File: config.mk
export PLATFORM = sky130hd
export DESIGN_NAME = ram_1r1w_clr_flat
export DESIGN_NICKNAME = d
export VERILOG_FILES = /design/src/rtl/ram_1r1w_clr_pkg.sv /design/src/rtl/ram_1r1w_clr_if.sv /design/src/rtl/ram_1r1w_clr_clear_ctrl.sv /design/src/rtl/ram_1r1w_clr.sv /design/src/flat_wrapper.sv
export SDC_FILE = /design/constraint.sdc
export NUM_CORES = 1
export LEC_CHECK = 0
export CAP_MARGIN = 20
export CELL_PAD_IN_SITES_DETAIL_PLACEMENT = 0
export CELL_PAD_IN_SITES_GLOBAL_PLACEMENT = 2
export CORE_MARGIN = 1
export CORE_UTILIZATION = 46
export DETAILED_ROUTE_END_ITERATION = 8
export PLACE_DENSITY_LB_ADDON = 0.1
export SYNTH_ARGS = -nofsm -noshare
export SYNTH_HDL_FRONTEND = slang
export SYNTH_SLANG_ARGS = --single-unit
File: constraint.sdc
create_clock -name clk -period 3 [get_ports clk]
set_clock_uncertainty 0.05 [all_clocks]
set_input_delay 0.9 -clock clk [delete_from_list [all_inputs] [get_ports clk]]
set_output_delay 0.9 -clock clk [all_outputs]
set_load 0.1 [all_outputs]
File: src/rtl/ram_1r1w_clr_pkg.sv
// Shared types, default parameters and the lane-merge helper for the 1R1W clearable RAM.
package ram_pkg;

  typedef enum logic {
    CLEAR = 1'b0,
    READY = 1'b1
  } ram_state_e;

  localparam int unsigned RAM_D_WIDTH_DEF    = 16;
  localparam int unsigned RAM_LANE_WIDTH_DEF = 8;
  localparam int unsigned RAM_A_WIDTH_DEF    = 4;
  localparam logic [RAM_D_WIDTH_DEF-1:0] RAM_INIT_VALUE_DEF = '0;

  // Widest word the merge helper handles; callers zero-extend and truncate around it.
  localparam int unsigned RAM_MAX_W = 256;

  function automatic logic [RAM_MAX_W-1:0] lane_merge(
    input logic [RAM_MAX_W-1:0] old_word,
    input logic [RAM_MAX_W-1:0] new_word,
    input logic [RAM_MAX_W-1:0] mask,
    input int unsigned          lane_w
  );
    logic [RAM_MAX_W-1:0] merged;
    merged = old_word;
    for (int i = 0; i < RAM_MAX_W; i++) begin
      if (mask[8'(i / lane_w)]) merged[8'(i)] = new_word[8'(i)];
    end
    return merged;
  endfunction

endpackage

File: src/rtl/ram_1r1w_clr_if.sv
// Access bus of the clearable RAM: clear request/status, write port and registered read port.
interface ram_1r1w_clr_if #(
  parameter int unsigned D_WIDTH    = 16,
  parameter int unsigned LANE_WIDTH = 8,
  parameter int unsigned A_WIDTH    = 4
);
  localparam int unsigned LANES = D_WIDTH / LANE_WIDTH;

  logic               init_req;
  logic               busy;
  logic               write_enable;
  logic [A_WIDTH-1:0] address_write;
  logic [D_WIDTH-1:0] data_write;
  logic [LANES-1:0]   lane_enable;
  logic               read_enable;
  logic [A_WIDTH-1:0] address_read;
  logic [D_WIDTH-1:0] data_read;
  logic               read_valid;

  modport master (
    output init_req, write_enable, address_write, data_write, lane_enable,
           read_enable, address_read,
    input  busy, data_read, read_valid
  );

  modport slave (
    input  init_req, write_enable, address_write, data_write, lane_enable,
           read_enable, address_read,
    output busy, data_read, read_valid
  );
endinterface

File: src/rtl/ram_1r1w_clr_clear_ctrl.sv
// Clear engine: walks every address once writing INIT_VALUE, then idles in READY until init_req.
module ram_clear_ctrl
  import ram_pkg::*;
#(
  parameter int unsigned        A_WIDTH    = RAM_A_WIDTH_DEF,
  parameter int unsigned        D_WIDTH    = RAM_D_WIDTH_DEF,
  parameter logic [D_WIDTH-1:0] INIT_VALUE = D_WIDTH'(RAM_INIT_VALUE_DEF)
) (
  input  logic               clk,
  input  logic               rst_n,
  input  logic               init_req,
  output logic               busy,
  output logic               clr_we,
  output logic [A_WIDTH-1:0] clr_addr,
  output logic [D_WIDTH-1:0] clr_data
);

  ram_state_e         state_q, state_d;
  logic [A_WIDTH-1:0] cnt_q, cnt_d;

  always_ff @(posedge clk) begin
    if (!rst_n) begin
      state_q <= CLEAR;
      cnt_q   <= '0;
    end else begin
      state_q <= state_d;
      cnt_q   <= cnt_d;
    end
  end

  always_comb begin
    state_d = state_q;
    cnt_d   = cnt_q;
    busy    = 1'b1;
    clr_we  = 1'b0;
    case (state_q)
      CLEAR: begin
        clr_we = 1'b1;
        if (&cnt_q) begin
          state_d = READY;
          cnt_d   = '0;
        end else begin
          cnt_d = cnt_q + A_WIDTH'(1);
        end
      end
      READY: begin
        busy = 1'b0;
        if (init_req) begin
          state_d = CLEAR;
          cnt_d   = '0;
        end
      end
      default: begin
        state_d = CLEAR;
        cnt_d   = '0;
      end
    endcase
  end

  assign clr_addr = cnt_q;
  assign clr_data = INIT_VALUE;

endmodule

File: src/rtl/ram_1r1w_clr.sv
// Single-clock 1R1W RAM with lane write masks, registered read and hardware clear.
// Optional macro RAM_FWD_EN: same-address read/write returns the merged new word.
module ram_1r1w_clr
  import ram_pkg::*;
#(
  parameter int unsigned        D_WIDTH    = RAM_D_WIDTH_DEF,
  parameter int unsigned        LANE_WIDTH = RAM_LANE_WIDTH_DEF,
  parameter int unsigned        A_WIDTH    = RAM_A_WIDTH_DEF,
  parameter logic [D_WIDTH-1:0] INIT_VALUE = D_WIDTH'(RAM_INIT_VALUE_DEF)
) (
  input logic            clk,
  input logic            rst_n,
  ram_1r1w_clr_if.slave  bus
);

  localparam int unsigned A_MAX = 2 ** A_WIDTH;
  localparam int unsigned LANES = D_WIDTH / LANE_WIDTH;

  if (D_WIDTH % LANE_WIDTH != 0) begin : g_lane_chk
    $error("ram_1r1w_clr: D_WIDTH must be a multiple of LANE_WIDTH");
  end
  if (D_WIDTH > RAM_MAX_W) begin : g_width_chk
    $error("ram_1r1w_clr: D_WIDTH exceeds lane_merge capacity");
  end

  logic               busy;
  logic               clr_we;
  logic [A_WIDTH-1:0] clr_addr;
  logic [D_WIDTH-1:0] clr_data;

  ram_clear_ctrl #(
    .A_WIDTH    (A_WIDTH),
    .D_WIDTH    (D_WIDTH),
    .INIT_VALUE (INIT_VALUE)
  ) u_clear_ctrl (
    .clk      (clk),
    .rst_n    (rst_n),
    .init_req (bus.init_req),
    .busy     (busy),
    .clr_we   (clr_we),
    .clr_addr (clr_addr),
    .clr_data (clr_data)
  );

  // init_req takes priority: user traffic in that cycle is discarded.
  logic user_we, user_re;
  assign user_we = ~busy & ~bus.init_req & bus.write_enable & (|bus.lane_enable);
  assign user_re = ~busy & ~bus.init_req & bus.read_enable;

  logic [D_WIDTH-1:0] mem [A_MAX];
  logic [D_WIDTH-1:0] wr_merged_p0;
  logic [D_WIDTH-1:0] rd_word_p0;

  assign wr_merged_p0 = D_WIDTH'(lane_merge(RAM_MAX_W'(mem[bus.address_write]),
                                            RAM_MAX_W'(bus.data_write),
                                            RAM_MAX_W'(bus.lane_enable),
                                            LANE_WIDTH));

`ifdef RAM_FWD_EN
  assign rd_word_p0 = (user_we && (bus.address_write == bus.address_read)) ? wr_merged_p0
                                                                          : mem[bus.address_read];
`else
  assign rd_word_p0 = mem[bus.address_read];
`endif

  always_ff @(posedge clk) begin
    if (clr_we) begin
      mem[clr_addr] <= clr_data;
    end else if (user_we) begin
      mem[bus.address_write] <= wr_merged_p0;
    end
  end

  // p0 -> p1: registered read port
  logic               rd_vld_p1;
  logic [D_WIDTH-1:0] rd_data_p1;

  always_ff @(posedge clk) begin
    if (!rst_n) begin
      rd_vld_p1  <= 1'b0;
      rd_data_p1 <= '0;
    end else begin
      rd_vld_p1 <= user_re;
      if (user_re) rd_data_p1 <= rd_word_p0;
    end
  end

  assign bus.busy       = busy;
  assign bus.read_valid = rd_vld_p1;
  assign bus.data_read  = rd_data_p1;

  logic unused_lanes;
  assign unused_lanes = (LANES == 0);

endmodule

File: src/flat_wrapper.sv
// flat-port wrapper written by rule: the top's interface ports become plain ports
module ram_1r1w_clr_flat import ram_pkg::*;
#(
  parameter int unsigned        D_WIDTH    = RAM_D_WIDTH_DEF,
  parameter int unsigned        LANE_WIDTH = RAM_LANE_WIDTH_DEF,
  parameter int unsigned        A_WIDTH    = RAM_A_WIDTH_DEF,
  parameter logic [D_WIDTH-1:0] INIT_VALUE = D_WIDTH'(RAM_INIT_VALUE_DEF)
)
  (clk, rst_n, bus_init_req, bus_write_enable, bus_address_write, bus_data_write, bus_lane_enable, bus_read_enable, bus_address_read, bus_busy, bus_data_read, bus_read_valid);
  ram_1r1w_clr_if #(.D_WIDTH(D_WIDTH), .LANE_WIDTH(LANE_WIDTH), .A_WIDTH(A_WIDTH)) bus_i ();
  input logic clk;
  input logic rst_n;
  input wire logic [$bits(bus_i.init_req)-1:0] bus_init_req;
  input wire logic [$bits(bus_i.write_enable)-1:0] bus_write_enable;
  input wire logic [$bits(bus_i.address_write)-1:0] bus_address_write;
  input wire logic [$bits(bus_i.data_write)-1:0] bus_data_write;
  input wire logic [$bits(bus_i.lane_enable)-1:0] bus_lane_enable;
  input wire logic [$bits(bus_i.read_enable)-1:0] bus_read_enable;
  input wire logic [$bits(bus_i.address_read)-1:0] bus_address_read;
  output wire logic [$bits(bus_i.busy)-1:0] bus_busy;
  output wire logic [$bits(bus_i.data_read)-1:0] bus_data_read;
  output wire logic [$bits(bus_i.read_valid)-1:0] bus_read_valid;
  assign bus_i.init_req = bus_init_req;
  assign bus_i.write_enable = bus_write_enable;
  assign bus_i.address_write = bus_address_write;
  assign bus_i.data_write = bus_data_write;
  assign bus_i.lane_enable = bus_lane_enable;
  assign bus_i.read_enable = bus_read_enable;
  assign bus_i.address_read = bus_address_read;
  assign bus_busy = bus_i.busy;
  assign bus_data_read = bus_i.data_read;
  assign bus_read_valid = bus_i.read_valid;
  ram_1r1w_clr #(.D_WIDTH(D_WIDTH), .LANE_WIDTH(LANE_WIDTH), .A_WIDTH(A_WIDTH), .INIT_VALUE(INIT_VALUE)) u_core (.clk(clk), .rst_n(rst_n), .bus(bus_i));
endmodule
==> results <==
[cells by family (layout without fill, tap and decap cells)]
logic type | Yosys count | after routing | synth area share [%]
buffers and inverters | 34 | 176 | 1.98
AO/OA/AOI/OAI | 71 | 71 | 4.32
flip-flops | 278 | 278 | 73.7
multiplexers | 97 | 97 | 14.7
adder cells (fa/ha/maj) | 1 | 1 | 0.113
AND/OR/NAND/NOR | 113 | 113 | 5.17
[sequential cells by signal, summed over array words and instances, names as in the netlist]
| name | cells |
|---|---|
| u_core.mem | 256 |
| u_core.bus.read_valid | 1 |
| u_core.u_clear_ctrl.clr_addr | 4 |
| u_core.u_clear_ctrl.state_q | 1 |
| u_core.bus.data_read | 16 |
[layout by cell type, fill, tap and decap left out, drive strengths merged, types with 9 or more instances in the layout]
| cell type | netlist | final |
|---|---|---|
| a32oi | 11 | 11 |
| dfxtp | 22 | 22 |
| a22oi | 11 | 11 |
| and3 | 17 | 17 |
| buf | 17 | 93 |
| nand2b | 15 | 15 |
| edfxtp | 256 | 256 |
| clkbuf | 13 | 43 |
| clkdlybuf4s50 | 0 | 27 |
| mux2i | 49 | 49 |
| o21ai | 21 | 21 |
| nor2 | 41 | 41 |
| a21oi | 9 | 9 |
| mux4 | 48 | 48 |
| nand2 | 17 | 17 |
[worst min path at each step]
stage	endpoint	cells after the start	slack, ns
floorplan	u_core.u_clear_ctrl.clr_addr[2]	1	0.43
global placement	u_core.bus.data_read[2]	2	0.40
detailed placement	u_core.bus.data_read[2]	2	0.40
CTS	u_core.bus.data_read[2]	2	0.42
global route	u_core.bus.data_read[2]	2	0.44
finish	u_core.bus.data_read[2]	2	0.42
[final cells by class]
cell class | count | area [um2]
tap | 319 | 399
fill | 1846 | 10300
multi-input combinational | 282 | 2680
clock inverter | 9 | 68.8
timing repair buffer | 120 | 1000
inverter | 4 | 15.0
sequential | 278 | 8130
clock buffer | 43 | 858
[through the flow]
stage                     instances  TNS [ns]  area (um2)  hold WS, ns
after floorplan                 594         0       11000        0.429
after global placement         1003    -12.89       12200        0.404
after detailed placement       1003    -16.71       12200        0.405
after CTS                      1055         0       13200        0.419
after global routing           1055         0       13200        0.437
final                          1055         0       13200        0.421
[per-layer routing]
metal,vias up,track usage (%),share of wire [%]
met5,-,0,0
met4,0,4.06,1.0
met3,22,2.96,5.5
met2,143,32.5,48
met1,3035,30.0,46
li1,2649,-,-
[power breakdown]
| part | leakage (nW) | internal, mW | switching (mW) |
|---|---|---|---|
| combinational | 1.55 | 0.189 | 0.206 |
| sequential | 2.33 | 4.26 | 0.0230 |
| clock | 0.465 | 2.05 | 1.39 |
[critical path, delay by kind of cell]
| family | cells | cell delay (ns) |
|---|---|---|
| AND/OR/NAND/NOR | 3 | 1.03 |
| AO/OA/AOI/OAI | 1 | 0.18 |
| buffers and inverters | 2 | 0.65 |
==> metrics.md <==
| Metric | Value |
|---|---|
| Gate Count Post-Synth | 594 |
| Final Slew Violations | 0 |
| Crit end category | register |
| R2R Setup Slk | 0.67 ns |
| Synth top area share | 69.7% |
| Worst slack, placed | -0.185 ns |
| Distinct cells, synth | 40 |
| Vias in the first global route | 5,990 |
| CTS tree | yes |
| Worst Reg-to-Reg Cells | 5 |
| All-Layer GR Usage | 20.4% |
| Worst Path Required | 3.11 ns |
| Num ports | 49 |
| Antenna-violating nets left | 0 |
| Crit Path Max Fanout | 8 |
| Status | completed |
| Worst r2r src | u_core.u_clear_ctrl.state_q |
| Initial antenna violation count | 0 |
| Synth Flop Type | edfxtp_1 |
| Delay of the slowest cell on the worst path | 0.57 ns |
| Hold Buf Count CTS | 0 |
| TritonCTS Buffers | 28 |
| Max Freq | 378 MHz |
| First-pass GRT wire length | 36.2 mm |
| Mapped cell area | 11,000 um2 |
| Synth area leader | edfxtp_1 |
| Final GP Congestion | 0.832 |
| Relative slew margins | 39.1% |
| Crit. Startpoint | bus_init_req |
| Die area | 24,600 um2 |
| Crit-path slowest cell | nor2_1 |
| Seq/Total Area, Yosys | 73.7% |
| Top cells by area, synth | edfxtp_1 (70%), mux4_2 (6.9%), mux2i_1 (4.4%) |
| Ant diodes | 0 |
| Tcrit/Tclk final | 88.3% |
| Insertion delay to the later sink of the worst-skew pair | 0.53 ns |
| Pwr dens | 617 nW/um2 |
| DIE HEIGHT | 157 um |
| Die width | 157 um |
| Min-delay src | u_core.bus.data_read[2] |
| Top cells by count, synth | edfxtp_1 (256), mux2i_1 (49), nor2_1 (41) |
| Finished Core Util | 56.0% |
| Vias per inst | 5.54 |
| Syn_nets | 626 |
| Area grow syn2layout | 19.2% |
| Drt first pass iters | 4 |
| Cell with the most instances after synthesis | edfxtp_1 |
| Post-synth EDFFs | 256 |
| VDD IR max | 0.333 mV |
| Yosys reg bits | 278 |
| Largest net degree at the start of global routing | 27 |
| Max H-tree Level | 1 |
| Total gr overflow | 0 |
| CP Class | primary input to register |
| Power, Total | 8.11 mW |
| CP endpoint | u_core.mem[0][5] |
| Setup Fix Bufs, Post-CTS | 0 |
| Via Count | 5,849 |
| Resized cells post-CTS | 0 |
| Critical Path Start Type | primary input |
| CP arrival | 2.76 ns |
| Clk root buf | clkbuf_16 |
| Avg Cell Area, Syn | 18.6 um2 |
| Setup ws final | 0.352 ns |
| Initial core utilization | 47.0% |
| Min Clock Period, post-route | 2.65 ns |
| Max Cap Viol | 0 |
| Sink Count | 278 |
| Worst-path cell chain | clkdlybuf4s50_1 > nand3b_1 > buf_4 > nor4_1 > o21ai_0 > nor2_1 |
| NumNets Final | 746 |
| Worst R2R End | u_core.mem[0][5] |
| First DRT Iteration DRCs | 450 |
| Share of layout cells above drive strength 1 | 23.8% |
| Routed len/inst | 23.0 um |
| FFs w/ async S/R, synth | 0% |
| Worst-path clk slew | 0.06 ns |
| IO Port Bufs | 48 |
| Residual DRC count | 0 |
| Routed WL | 24.3 mm |
| Final hold violation count | 0 |
| Leakage | 4.34 nW |
| Row count | 56 |
| Worst Max-Slew Pin Slew | 0.909 ns |
| Synthesis Warnings | 0 |
| Setup-failing EPs final | 0 |
| RSZ-0062 raised after global routing | false |
| CTS max path bufs | 3 |
| Hpwl dp | 16.2 mm |
| Worst hold path type | register to register |
| Core area | 23,500 um2 |
(Power assumes the default switching activity.)
